## config.mk

```make
export PLATFORM = sky130hd
export DESIGN_NAME = vga_timing_gen
export DESIGN_NICKNAME = d
export VERILOG_FILES = /design/src/rtl/vga_timing_gen.sv
export SDC_FILE = /design/constraint.sdc
export NUM_CORES = 1
export LEC_CHECK = 0
export ABC_AREA = 0
export BUFFER_PORTS_ARGS = -buffer_cell sky130_fd_sc_hd__buf_2
export CORE_UTILIZATION = 40
export DETAILED_ROUTE_END_ITERATION = 6
export MAX_ROUTING_LAYER = met4
export PLACE_DENSITY = 0.69
export REMOVE_ABC_BUFFERS = 1
export SYNTH_ARGS = -nofsm -noshare
export SYNTH_HDL_FRONTEND = slang
export SYNTH_SLANG_ARGS = --single-unit
```

## constraint.sdc

```tcl
create_clock -name clk -period 1.95 [get_ports clk]
set_input_delay 0.195 -clock clk [delete_from_list [all_inputs] [get_ports clk]]
set_output_delay 0.195 -clock clk [all_outputs]
set_load 0.01 [all_outputs]
```

## src/rtl/vga_timing_gen.sv

```systemverilog
// vga_timing_gen: parametrised VGA scan controller with pipeline-aligned sync and RGB.
// Optional VGA_TEST_PATTERN_EN adds pat_en, which replaces din with 8 vertical colour bars.
module vga_timing_gen #(
    parameter int H_ACTIVE = 640,
    parameter int H_FP     = 16,
    parameter int H_SYNC   = 96,
    parameter int H_BP     = 48,
    parameter int V_ACTIVE = 480,
    parameter int V_FP     = 10,
    parameter int V_SYNC   = 2,
    parameter int V_BP     = 33,
    parameter int HS_POL   = 0,
    parameter int VS_POL   = 0,
    parameter int CW       = 4,
    parameter int CNT_W    = 10
) (
    input  logic             clk,
    input  logic             rst,
    input  logic             pix_ce,
`ifdef VGA_TEST_PATTERN_EN
    input  logic             pat_en,
`endif
    input  logic [3*CW-1:0]  din,
    output logic [CNT_W-1:0] row,
    output logic [CNT_W-1:0] col,
    output logic             read,
    output logic [CW-1:0]    R,
    output logic [CW-1:0]    G,
    output logic [CW-1:0]    B,
    output logic             HS,
    output logic             VS,
    output logic             frame_start,
    output logic             vblank
);
    localparam int H_TOTAL = H_SYNC + H_BP + H_ACTIVE + H_FP;
    localparam int V_TOTAL = V_SYNC + V_BP + V_ACTIVE + V_FP;
    localparam logic [CNT_W-1:0] H_LAST = CNT_W'(H_TOTAL - 1);
    localparam logic [CNT_W-1:0] V_LAST = CNT_W'(V_TOTAL - 1);
    localparam logic [CNT_W-1:0] HA0    = CNT_W'(H_SYNC + H_BP);
    localparam logic [CNT_W-1:0] HA1    = CNT_W'(H_SYNC + H_BP + H_ACTIVE);
    localparam logic [CNT_W-1:0] VA0    = CNT_W'(V_SYNC + V_BP);
    localparam logic [CNT_W-1:0] VA1    = CNT_W'(V_SYNC + V_BP + V_ACTIVE);
    localparam logic [CNT_W-1:0] HSW    = CNT_W'(H_SYNC);
    localparam logic [CNT_W-1:0] VSW    = CNT_W'(V_SYNC);
    localparam logic             HS_ON  = 1'(HS_POL);
    localparam logic             VS_ON  = 1'(VS_POL);

    logic [CNT_W-1:0] hcnt_q, hcnt_d, vcnt_q, vcnt_d;
    logic [CNT_W-1:0] row_q, row_d, col_q, col_d;
    logic             read_q, read_d, hs1_q, hs1_d, vs1_q, vs1_d;
    logic             fs_q, fs_d, vb_q, vb_d, hs_q, hs_d, vs_q, vs_d;
    logic [3*CW-1:0]  rgb_q, rgb_d, pix;
    logic             h_wrap, h_act, v_act;

    always_comb begin
        h_wrap = hcnt_q == H_LAST;
        hcnt_d = pix_ce ? (h_wrap ? '0 : hcnt_q + 1'b1) : hcnt_q;
        vcnt_d = (pix_ce && h_wrap) ? (vcnt_q == V_LAST ? '0 : vcnt_q + 1'b1) : vcnt_q;
    end

    always_comb begin
        h_act  = (hcnt_q >= HA0) && (hcnt_q < HA1);
        v_act  = (vcnt_q >= VA0) && (vcnt_q < VA1);
        read_d = pix_ce ? (h_act && v_act) : read_q;
        col_d  = pix_ce ? ((h_act && v_act) ? hcnt_q - HA0 : '0) : col_q;
        row_d  = pix_ce ? ((h_act && v_act) ? vcnt_q - VA0 : '0) : row_q;
        hs1_d  = pix_ce ? ((hcnt_q < HSW) ? HS_ON : ~HS_ON) : hs1_q;
        vs1_d  = pix_ce ? ((vcnt_q < VSW) ? VS_ON : ~VS_ON) : vs1_q;
        fs_d   = pix_ce ? (hcnt_q == '0 && vcnt_q == '0) : fs_q;
        vb_d   = pix_ce ? !v_act : vb_q;
    end

`ifdef VGA_TEST_PATTERN_EN
    localparam logic [CNT_W-1:0] BAR_W = CNT_W'(H_ACTIVE / 8);
    logic [2:0] bar;
    // Bars are indexed from the stage-1 column so they line up with the read strobe.
    always_comb begin
        bar = 3'(col_q / BAR_W);
        pix = pat_en ? {{CW{bar[2]}}, {CW{bar[1]}}, {CW{bar[0]}}} : din;
    end
`else
    always_comb pix = din;
`endif

    always_comb begin
        rgb_d = pix_ce ? (read_q ? pix : '0) : rgb_q;
        hs_d  = pix_ce ? hs1_q : hs_q;
        vs_d  = pix_ce ? vs1_q : vs_q;
    end

    always_ff @(posedge clk or posedge rst) begin
        if (rst) begin
            hcnt_q <= '0;
            vcnt_q <= '0;
            row_q  <= '0;
            col_q  <= '0;
            read_q <= 1'b0;
            hs1_q  <= ~HS_ON;
            vs1_q  <= ~VS_ON;
            fs_q   <= 1'b0;
            vb_q   <= 1'b1;
            rgb_q  <= '0;
            hs_q   <= ~HS_ON;
            vs_q   <= ~VS_ON;
        end else begin
            hcnt_q <= hcnt_d;
            vcnt_q <= vcnt_d;
            row_q  <= row_d;
            col_q  <= col_d;
            read_q <= read_d;
            hs1_q  <= hs1_d;
            vs1_q  <= vs1_d;
            fs_q   <= fs_d;
            vb_q   <= vb_d;
            rgb_q  <= rgb_d;
            hs_q   <= hs_d;
            vs_q   <= vs_d;
        end
    end

    assign row         = row_q;
    assign col         = col_q;
    assign read        = read_q;
    assign R           = rgb_q[CW-1:0];
    assign G           = rgb_q[2*CW-1:CW];
    assign B           = rgb_q[3*CW-1:2*CW];
    assign HS          = hs_q;
    assign VS          = vs_q;
    assign frame_start = fs_q;
    assign vblank      = vb_q;
endmodule

```

== Word level (Yosys, flattened, before mapping) ==
Index checks and enable logic that the tools add are counted.

* Bits in registers: 59
* Bits of input ports: 15
* Output and inout bits: 37
* Logic and storage cells: 39

* Mux-type cells: 7
* Eq/ne operators: 2
* Add/subtract/negate cells: 4
* Reductions and logical operators: 8
* $lt $le $gt $ge: 6

{| class="wikitable"
|+ Operators with widths
! cell !! count
|-
| $mux 10 || 4
|-
| $add 10x1->10 const B || 2
|-
| $eq 10x10->1 const B || 2
|-
| $logic_not 10->1 || 2
|-
| $lt 10x10->1 const B || 2
|-
| $mux 12 || 1
|-
| $ge 10x6->1 const B || 1
|-
| $ge 10x8->1 const B || 1
|-
| $lt 10x2->1 const B || 1
|-
| $lt 10x7->1 const B || 1
|-
| $sub 10x6->10 const B || 1
|-
| $sub 10x8->10 const B || 1
|-
| $logic_and 1x1->1 || 5
|-
| $mux 1 || 2
|-
| $logic_not 1->1 || 1
|}

== Depth between registers and ports, before layout ==
Gate-level depths: netlist of run 1.

* Depth after elaboration: 4
* Gate-level depth with buffers: 7
* Depth with buffers taken out: 6

== Worst setup path before layout of run 1 ==
No wires, ideal clock.

* Path kind: register to register
* Start point: reg vcnt_q[0]
* End point: reg col_q[0] (netlist: col[0])
* Arrival: 1.785 ns
* Stages on the path, launching flop included: 8
* Setup time: 0.081 ns
* Period minus slack after synthesis: 1.866 ns
* Setup slack: 0.084 ns
* Buffers on the path: 2
* Data required time: 1.869 ns
* Cells stage by stage: dfrtp_1 > ha_1 > buf_2 > nor4_1 > nand3_1 > a221o_1 > buf_6 > o22ai_2

* Word-level cells in the longest chain between the ends: 4
* Elaborated cells on any way between the ends: 5
* Those cells by class: order compare: 2; mux: 1; reduce/logical: 2

{| class="wikitable"
|+ RTL lines
! item !! line !! RTL
|-
| start, declared || 48 || <nowiki>logic [CNT_W-1:0] hcnt_q, hcnt_d, vcnt_q, vcnt_d;</nowiki>
|-
| start signal, assigned || 107 || <nowiki>vcnt_q <= vcnt_d;</nowiki>
|-
| $ge 10x6->1 or $lt 10x10->1 (tied branches) || 63 || <nowiki>v_act = (vcnt_q >= VA0) && (vcnt_q < VA1);</nowiki>
|-
| $logic_and 1x1->1 * || 63 ||
|-
| $logic_and 1x1->1 * || 65 || <nowiki>col_d = pix_ce ? ((h_act && v_act) ? hcnt_q - HA0 : '0) : col_q;</nowiki>
|-
| $mux 10 * || 65 ||
|-
| end signal, assigned || 109 || <nowiki>col_q <= col_d;</nowiki>
|-
| end, declared || 49 || <nowiki>logic [CNT_W-1:0] row_q, row_d, col_q, col_d;</nowiki>
|}

Mark *: on every way between the ends. The rest lies on a longest branch, timed or not.
A chain may end at the register's enable or synchronous reset.

== Worst setup path in the final report of run 1 ==
* Start point: reg vcnt_q[0]
* End point: reg col_q[7] (netlist: col[7])

The elaborated chain is that of the path after synthesis.

==> metrics.txt, run 1 <==
cell area power density=887 mW/mm^2; Peak supply drop=372 uV; clk root buf=clkbuf_8; cell taking the most area after synthesis=dfrtp_1; PortBufs=51; Critical Path End Type=register; Routed Antenna Nets=0; wire length per cell after detailed routing=approximately 13 um; Yosys cell types=between 40 and 50; synth top area cells=dfrtp_1 (45%), o22ai_2 (7.9%), inv_1 (5.6%); routed wl met3=301 um; worst path cell trace=ha_1 > nor4_1 > nand3_1 > a221o_1 > buf_4 > o22ai_1; I/O Pins=52; First DRT Iteration DRCs=roughly 120; Final Slew Violations=0; Fmax=547 MHz; final hold vios=0; clock slew at reported path FFs=about 70 ps; H-tree depth=3; setup repair bufs after CTS=0; Die X=between 80 and 90 um; P&R area growth vs syn=23.9%; # rows=31; Seq/Total Area, Yosys=0.494; most common cell in the netlist=dfrtp_1; final number of setup-violating endpoints=0; Post-synth EDFFs=0; Post-DP Area=0.00347 sq mm; slowest stage cell, crit path=a221o_1; Worst path top cell family by delay=compound AO/OA/AOI/OAI gates; Hold WC Path Type=in -> reg; worst-path maximum fanout=10; HPWL after detailed placement=between 4 and 5 mm; Synthesis Warnings=0; period utilization=0.937; Worst Tran Pin Value=between 400 and 500 ps; Metal-1 WL=3.03 mm; top layer reached by signal wires=met4; Synth top cells by count=dfrtp_1 (54), inv_1 (45), nand2_1 (23); Pleak=approximately 1.8 nW; share of cells above drive strength 1=0.341; global-route usage over all layers=0.184; Crit path largest cell delay=390 ps; CTS tree=yes; Reg2Reg Launch Point=vcnt_q[0]; pre-CTS setup slack=58.2 ps; Syn Inst Count=294; met2 WL=2.80 mm; share of the synthesized area in the top cell type=0.450; Synth Register Bits=59; first-pass GRT wire length=10.5 mm; outcome=completed; n_diodes=0; CP startpoint=vcnt_q[0]; Max Cap Violations=0; fraction of registers with async set/reset=1.00; hold_sp=din[4]; Initial Util=0.414; fin area=around 0.0037 sq mm; unrepaired setup endpoints after global routing=no; Buf/Inv on CP=1; Synth Cell Area=0.00300 sq mm; Setup WS post-layout=123 ps; number of global-route vias before repair=2196; Clock Latency Late Sink=340 ps; residual DRC count=0; fin nets=387; Die Ht=between 80 and 90 um; die area=around 0.008 sq mm; vias per inst=around 4.8; TritonRoute pass-1 iters=4; Setup TNS=0 ps; clk sinks=59; vias=2253; total grt overflow=0; largest net degree at the start of global routing=25; final wirelength=approximately 6.2 mm; core footprint=0.00725 sq mm; Syn Area/Cell=10.2 sq um; data required time at the worst endpoint=2220 ps; kind of critical path=reg -> reg; Hold Slack=~55 ps; startpoint type of the worst setup path=register; dominant synthesized flop cell=dfrtp_1; Total Power=3.30 mW; initial antenna violation count=0; Num CTS Buffers=9; CTS Buffer Depth=2; gp weighted congestion=0.812; Rel. slew slack=0.723; Clock Skews=9.25 ps; crit path DAT=2090 ps; Final min period=1830 ps
[worst register-to-register path, stage by stage, from the launching register on]
cell	delay, ps
dfrtp_1	380
ha_1	230
nor4_1	260
nand3_1	160
a221o_1	390
buf_4	210
o22ai_1	130
[cell families (layout without fill, tap and decap cells)]
logic type / Yosys count / after routing / share of synthesized area
simple gates: 77 / 77 / 0.136
buf+inv: 65 / 140 / 0.0922
flops: 59 / 59 / 0.494
xor+xnor: 23 / 23 / 0.0671
mux: 4 / 4 / 0.0150
fa+ha+maj: 8 / 8 / 0.0334
compound gates: 58 / 58 / 0.162
[placed cells by master (no fill, tap or decap), types with 2 or more instances in the layout]
cell,netlist,layout
dfrtp_1,54,54
buf_2,5,51
inv_1,45,44
buf_4,1,27
nand2_1,23,23
o21ai_0,20,20
o22ai_2,19,19
xnor2_1,18,18
nor2_1,16,16
clkbuf_8,0,11
ha_1,8,8
nand3_1,6,6
nand4_1,6,6
dfstp_2,5,5
xor2_1,5,5
a21oi_1,4,4
mux2_2,4,4
nor3_1,3,3
nor4_1,3,3
and2_1,3,3
and3_1,3,3
and4_1,3,3
nand2b_1,2,2
or3_1,2,2
a22o_1,2,2
o22ai_1,2,2
bufinv_16,0,2
[where the power goes]
group          internal, mW  switching (mW)
combinational         0.287           0.330
clock                 0.787           0.485
sequential             1.32          0.0835
total                  2.40           0.898
[what timing repair did]
| item | 4_1_cts | 5_1_grt |
|---|---|---|
| resized for setup | 0 | 1 |
| endpoints found under the setup margin | 0 | 20 |
| hold buffers | 1 | 0 |
| endpoints found under the hold margin | 14 | 0 |
[through the flow]
stage,utilization,instances
final,0.513,468
after global routing,0.513,468
after detailed placement,0.479,451
after floorplan,-,274
after CTS,0.512,468
after global placement,0.479,451
[layer usage]
metal / GRT usage / vias to the layer above
li1: - / 1128
met1: 0.243 / 1062
met2: 0.273 / 57
met3: 0.0485 / 6
met4: 0.0660 / 0
met5: - / -
[final timing paths]
path,end,slack [ps],cells after the start
worst max-delay path,col[7],120,6
worst min-delay path,rgb_q[4],60,3
worst max register to register,col[7],120,6
worst min register to register,vblank,480,2
max in group asynchronous,VS,990,4
min in group asynchronous,rgb_q[2],350,3
[registers in the layout (all words and copies together), names as in the netlist]
signal	count
vcnt_q	10
hcnt_q	10
vblank	1
col	10
hs1_q	1
HS	1
vs1_q	1
rgb_q	12
frame_start	1
VS	1
read	1
row	10
[final cells by class]
class,instances,area (sq um)
sequential,59,1480
timing repair buffer,79,468
fill,684,3530
tap,99,124
clock buffer,12,155
multi-input combinational,170,1250
inverter,45,169
clock inverter,4,72.6
No activity file was read; power rests on OpenSTA's default activity.
==> inputs of run 2 (changes only) <==
--- a/config.mk
+++ b/config.mk
@@ -5,7 +5,7 @@
 export SDC_FILE = /design/constraint.sdc
 export NUM_CORES = 1
 export LEC_CHECK = 0
-export ABC_AREA = 0
+export ABC_AREA = 1
 export BUFFER_PORTS_ARGS = -buffer_cell sky130_fd_sc_hd__buf_2
 export CORE_UTILIZATION = 40
 export DETAILED_ROUTE_END_ITERATION = 6
==> run 2 against run 1 <==
- sequential share of layout area up 1.8 points
- first-iteration DRC count up 66%
- critical path depth up 4
- power down 12%
- sequential power about the same
- combinational power down 26%
- count of clock-buffer cells in the layout up 1
- sequential cell count unchanged
- core utilization down 2.2 points
- via count up 12%
- non-clock buffer count down 20
- clock power down 19%
- largest cell class unchanged
- highest routed layer unchanged
==> metrics.txt, run 2 <==
wire length per cell after detailed routing=11.9 um (-10%); slowest stage cell, crit path=dfrtp_1; core footprint=0.00725 sq mm (unchanged); data required time at the worst endpoint=2170 ps (-50 ps); post-synthesis mux area share=0 (-0.0150); Largest register FFs=12 (unchanged); most frequent cells in the layout=nand2_1 (156), dfrtp_1 (54), buf_2 (51), inv_1 (35), nor2_1 (32); Peak supply drop=340 uV (-8.5%); worst path cell trace=ha_1 > nor2_1 > nand3_1 > nand2_2 > nand2_1 > nand2_1 > nor2_4 > buf_4 > nand2_1 > nand2_1; Buf/Inv on CP=1 (unchanged); initial antenna violation count=0 (unchanged); Die Ht=88.7 um (about the same); total grt overflow=0 (unchanged); die area=0.00786 sq mm (+0.17%); most common cell in the netlist=nand2_1; Routed Antenna Nets=0 (unchanged); Max Cap Violations=0 (unchanged); Sw Ratio=0.290 (+0.0172); Pleak=2.00 nW (+11%); Crit path largest cell delay=430 ps (+40 ps); Setup WS post-layout=165 ps (+41.4 ps); Final min period=1790 ps (-41.4 ps); Reg2Reg Launch Point=vcnt_q[0]; # fillers=711 (+3.9%); pre-CTS setup slack=166 ps (+108 ps); final number of setup-violating endpoints=0 (unchanged); Critical Path End Type=register; final wirelength=6.46 mm (+4.0%); Num CTS Buffers=9 (unchanged); placed insts=529 (+17%); synth top area cells=dfrtp_1 (45%), nand2_1 (19%), nand3_1 (5.2%); fin nets=465 (+20%); outcome=completed; dominant synthesized flop cell=dfrtp_1; Clock Latency Late Sink=330 ps (about the same); Post-DP Area=0.00336 sq mm (-3.2%); complex-gate fraction of the synthesized area=0.0358 (-0.126); Hold WC Path Type=in -> reg; first-pass GRT wire length=10.4 mm (-0.85%); share of the synthesized area in the top cell type=0.450 (-0.000750); HPWL after detailed placement=4.52 mm (-1.2%); Syn Area/Cell=7.81 sq um (-24%); Final Slew Violations=0 (unchanged); Synth top cells by count=nand2_1 (156), dfrtp_1 (54), inv_1 (36); P&R area growth vs syn=18.4%; most flop-heavy register=rgb_q; Rel. slew slack=0.627 (-0.0965); most used cell, CP=nand2_1; First DRT Iteration DRCs=203 (+66%); I/O Pins=52 (unchanged); # rows=31 (unchanged); fraction of registers with async set/reset=1.00 (unchanged); CP startpoint=vcnt_q[0]; share of cells above drive strength 1=0.196 (-0.146); n_diodes=0 (unchanged); P_int=2.05 mW (-14%); cell area power density=813 mW/mm^2 (-8.3%); Seq. cell area=0.00148 sq mm (unchanged); Setup TNS=0 ps (unchanged); Die X=88.7 um (about the same); residual DRC count=0 (unchanged); number of global-route vias before repair=2241 (+2.0%); NetSw=0.837 mW (-6.7%); simple-gate share of the synthesized area=0.319 (+0.183); cell taking the most area after synthesis=dfrtp_1; clock slew at reported path FFs=60 ps (about the same); H-tree depth=3 (unchanged); Synth Cell Area=0.00301 sq mm (+0.17%); post-cts resize count=0 (unchanged); startpoint type of the worst setup path=register; fin area=0.00356 sq mm (-4.3%); largest net degree at the start of global routing=39 (+56%); Seq/Total Area, Yosys=0.493 (-0.000823); clk sinks=59 (unchanged); Worst Tran Pin Value=559 ps (+144 ps); combinational fraction of design power=0.159 (-0.028); Yosys cell types=28 (-39%); largest family of logic cells by synthesized area=simple AND/OR/NAND/NOR gates; clock share of power=0.356 (-0.030); vias=2522 (+12%); worst-path maximum fanout=8 (-2); Layout Cells excl Fill=544 (+16%); Worst path top cell family by delay=simple AND/OR/NAND/NOR gates; CTS Buffer Depth=2 (unchanged); kind of critical path=reg -> reg; gp weighted congestion=0.908 (+12%); Clock Skews=8.49 ps (-0.758 ps); Multi-input gate area=0.00129 sq mm (+3.3%); Synth Area in Adders=0.0333 (-0.0000556); Synthesis Warnings=0 (unchanged); CTS tree=yes; Synth Register Bits=59 (unchanged); global-route usage over all layers=0.180 (-0.00373); sequential power share=0.485 (+0.058); Initial Util=0.414 (+0.000690); crit path DAT=2000 ps (-90 ps); Syn Inst Count=385 (+31%); final hold vios=0 (unchanged); Post-synth EDFFs=0 (unchanged); Total Power=2.89 mW (-12%); period utilization=0.916 (-0.0212); commonest non-fill, non-tap cell in the layout=nand2_1; PortBufs=51 (unchanged); clk root buf=clkbuf_8; hold_sp=din[0]; vias per inst=4.64 (-3.7%); TritonRoute pass-1 iters=6 (+2); unrepaired setup endpoints after global routing=no; Post-Synth XOR/XNOR Area=0.0408 (-0.0263); Fmax=560 MHz (+2.3%)
run 2: path summary, 6_finish.rpt:
check	slack, ps	end	cells after the start
setup / recovery	160	col[4]	10
hold / removal	100	rgb_q[0]	3
setup reg to reg	160	col[4]	10
hold reg to reg	470	HS	2
max in group asynchronous	830	hs1_q	4
min in group asynchronous	460	row[7]	3
run 2: final cells by class:
cell class              count  share of cell area
clock buffers              13              0.0503
clock inverters             1             0.00211
inverters                  39              0.0411
multi-input cells         274               0.362
flip-flops and latches     59               0.417
well taps                  99              0.0348
repair buffers             59              0.0928
run 2: routing by layer:
metal / wire length (um) / GRT usage
met1: 3200 / 0.243
met2: 2860 / 0.262
met3: 325 / 0.0382
met4: 76 / 0.0762
met5: 0 / -
run 2: cells by family (layout without fill, tap and decap cells):
| kind of cell | after synthesis | after routing |
|---|---|---|
| adder cells (fa/ha/maj) | 8 | 8 |
| AO/OA/AOI/OAI | 19 | 19 |
| buffers and inverters | 52 | 112 |
| flip-flops | 59 | 59 |
| XOR/XNOR | 14 | 14 |
| AND/OR/NAND/NOR | 233 | 233 |
run 2: worst min-delay path: stages:
cell and delay [ps]:
buf_2 80, nand3_1 60, nand2_1 60
run 2: timing repair:
action / in CTS / in global routing
hold buffers: 1 / 0
setup buffers: 0 / 0
hold endpoints to repair: 24 / 0
run 2: power groups by stage:
stage / Sequential, mW / Clock, mW / Combinational, mW
after floorplan: 1.40 / 0 / 0.320
after global placement: 1.42 / 0 / 0.449
after detailed placement: 1.42 / 0 / 0.452
after CTS: 1.40 / 1.05 / 0.463
after global routing: 1.42 / 1.12 / 0.535
final: 1.40 / 1.03 / 0.459
run 2: stage by stage:
stage / hold WS [ps] / utilization
after floorplan: 267 / -
after global placement: 285 / 0.464
after detailed placement: 297 / 0.464
after CTS: 87.1 / 0.491
after global routing: 97.5 / 0.491
final: 95.3 / 0.491
==> inputs of run 3 (changes only) <==
--- a/config.mk
+++ b/config.mk
@@ -9,6 +9,7 @@
 export BUFFER_PORTS_ARGS = -buffer_cell sky130_fd_sc_hd__buf_2
 export CORE_UTILIZATION = 40
 export DETAILED_ROUTE_END_ITERATION = 6
+export GPL_TIMING_DRIVEN = 0
 export MAX_ROUTING_LAYER = met4
 export PLACE_DENSITY = 0.69
 export REMOVE_ABC_BUFFERS = 1
==> run 3 against run 2 <==
- fmax down 0.75%
- via count up 1.8%
- design area up 0.32%
- core utilization up 0.16 points
- wire length up 5.2%
- critical path type unchanged
==> metrics.txt, run 3 (synthesis results as in run 2) <==
Clock Latency Late Sink=340 ps (about the same); Final Slew Violations=0 (unchanged); n_diodes=0 (unchanged); Seq. cell area=0.00148 sq mm (unchanged); Layout Cells excl Fill=546 (+0.37%); HPWL after detailed placement=4.32 mm (-4.4%); pre-CTS setup slack=-560 ps (-726 ps); final number of setup-violating endpoints=0 (unchanged); Fmax=556 MHz (-0.75%); first-pass GRT wire length=10.6 mm (+1.5%); top layer reached by signal wires=met4; startpoint type of the worst setup path=register; total grt overflow=0 (unchanged); vias per inst=4.70 (+1.5%); Clock Skews=8.61 ps (+0.121 ps); final wirelength=6.80 mm (+5.2%); Largest register FFs=12 (unchanged); H-tree depth=3 (unchanged); outcome=completed; Rel. slew slack=0.465 (-0.161); Post-DP Area=0.00332 sq mm (-1.3%); I/O Pins=52 (unchanged); Peak supply drop=462 uV (+36%); Die X=88.7 um (unchanged); fin area=0.00357 sq mm (+0.32%); met2 WL=2.94 mm (+2.6%); residual DRC count=0 (unchanged); fin nets=465 (unchanged); Die Ht=88.7 um (unchanged); Final min period=1800 ps (+13.5 ps); clk sinks=59 (unchanged); unrepaired setup endpoints after global routing=no; initial antenna violation count=0 (unchanged); Metal-1 WL=3.46 mm (+8.2%); kind of critical path=reg -> reg; vias=2568 (+1.8%); commonest non-fill, non-tap cell in the layout=nand2_1; placed insts=523 (-1.1%); global-route usage over all layers=0.184 (+0.00404); P&R area growth vs syn=18.8%; Total Power=2.82 mW (-2.5%); slowest stage cell, crit path=dfrtp_1; final hold vios=0 (unchanged); most flop-heavy register=rgb_q; cell area power density=790 mW/mm^2 (-2.8%); gp weighted congestion=0.883 (-2.8%); routed wl met3=300 um (-7.7%); Worst Tran Pin Value=798 ps (+239 ps); period utilization=0.922 (+0.00695); data required time at the worst endpoint=2180 ps (about the same); Routed Antenna Nets=0 (unchanged); worst path cell trace=ha_1 > nor2_1 > nand3_1 > nand2_2 > nand2_1 > nand2_2 > nor2_4 > buf_4 > nand2_1 > nand2_1; Setup WS post-layout=151 ps (-13.5 ps); clk root buf=clkbuf_8; Pleak=1.98 nW (-1.2%); PortBufs=51 (unchanged); most frequent cells in the layout=nand2_1 (155), dfrtp_1 (54), buf_2 (51), inv_1 (34), nor2_1 (32); # fillers=709 (-0.28%); Hold WC Path Type=in -> reg; Max Cap Violations=0 (unchanged); CTS Buffer Depth=2 (unchanged); Crit path largest cell delay=440 ps (about the same); worst-path maximum fanout=6 (-2); number of global-route vias before repair=2251 (+0.45%); wire length per cell after detailed routing=12.4 um (+4.8%); First DRT Iteration DRCs=177 (-13%); most used cell, CP=nand2_1; # rows=31 (unchanged); share of cells above drive strength 1=0.204 (+0.00807); crit path DAT=2030 ps (+30 ps); Num CTS Buffers=9 (unchanged); die area=0.00786 sq mm (unchanged); Critical Path End Type=register; Multi-input gate area=0.00130 sq mm (+1.1%); TritonRoute pass-1 iters=5 (-1); clock slew at reported path FFs=70 ps (about the same); Initial Util=0.414 (unchanged); largest net degree at the start of global routing=42 (+7.7%); CTS tree=yes; core footprint=0.00725 sq mm (unchanged)
run 3: cell types whose count changed in the layout (fill, tap and decap cells not counted), sizes merged:
cell | previous run | this run
nor2 | 35 | 36
buf | 58 | 55
clkinv | 0 | 4
clkbuf | 13 | 10
inv | 39 | 37
clkinvlp | 1 | 6
run 3: per-stage QoR:
stage | setup TNS, ps | util | hold WS, ps
finish | 0 | 0.492 | 76.4
global route | 0 | 0.492 | 71.4
CTS | 0 | 0.485 | 66.5
detailed placement | -10840 | 0.457 | 221
global placement | -34670 | 0.455 | 423
floorplan | 0 | - | 267
run 3: layer usage:
layer,vias up,GRT usage
li1,1310,-
met1,1187,0.240
met2,63,0.273
met3,8,0.0345
met4,0,0.0953
met5,-,-
run 3: worst paths after layout:
| path | startpoint | endpoint | slack [ps] | depth (start not counted) |
|---|---|---|---|---|
| setup / recovery | vcnt_q[0] | col[1] | 150 | 10 |
| hold / removal | din[0] | rgb_q[0] | 80 | 3 |
| setup reg to reg | vcnt_q[0] | col[1] | 150 | 10 |
| hold reg to reg | VS | VS | 460 | 2 |
| max in group asynchronous | rst | vs1_q | 920 | 4 |
| min in group asynchronous | rst | row[7] | 400 | 3 |
run 3: worst max-delay path, delay by kind of cell (launching register included):
kind	cells	cell delay, ps
fa+ha+maj	1	270
simple gates	8	810
buf+inv	1	160
flops	1	440
run 3: cell type report:
| cell class | count | share of cell area |
|---|---|---|
| Tap cell | 99 | 0.0347 |
| Clock inverter | 6 | 0.0116 |
| Multi-Input combinational cell | 275 | 0.365 |
| Clock buffer | 10 | 0.0386 |
| Sequential cell | 59 | 0.415 |
| Inverter | 39 | 0.0424 |
| Timing Repair inverter | 2 | 0.00280 |
| Timing Repair Buffer | 56 | 0.0897 |
run 3: what timing repair did:
item,4_1_cts,5_1_grt
cloned,1,2
endpoints found under the setup margin,20,21
gates resized for setup,1,3
buffers inserted,0,3
endpoints found under the hold margin,18,0
hold buffers,1,0
pin swaps,1,2
run 3: where the power goes:
part           internal [mW]  switching [mW]
logic                  0.155           0.276
clock network          0.491           0.498
registers               1.30           0.104
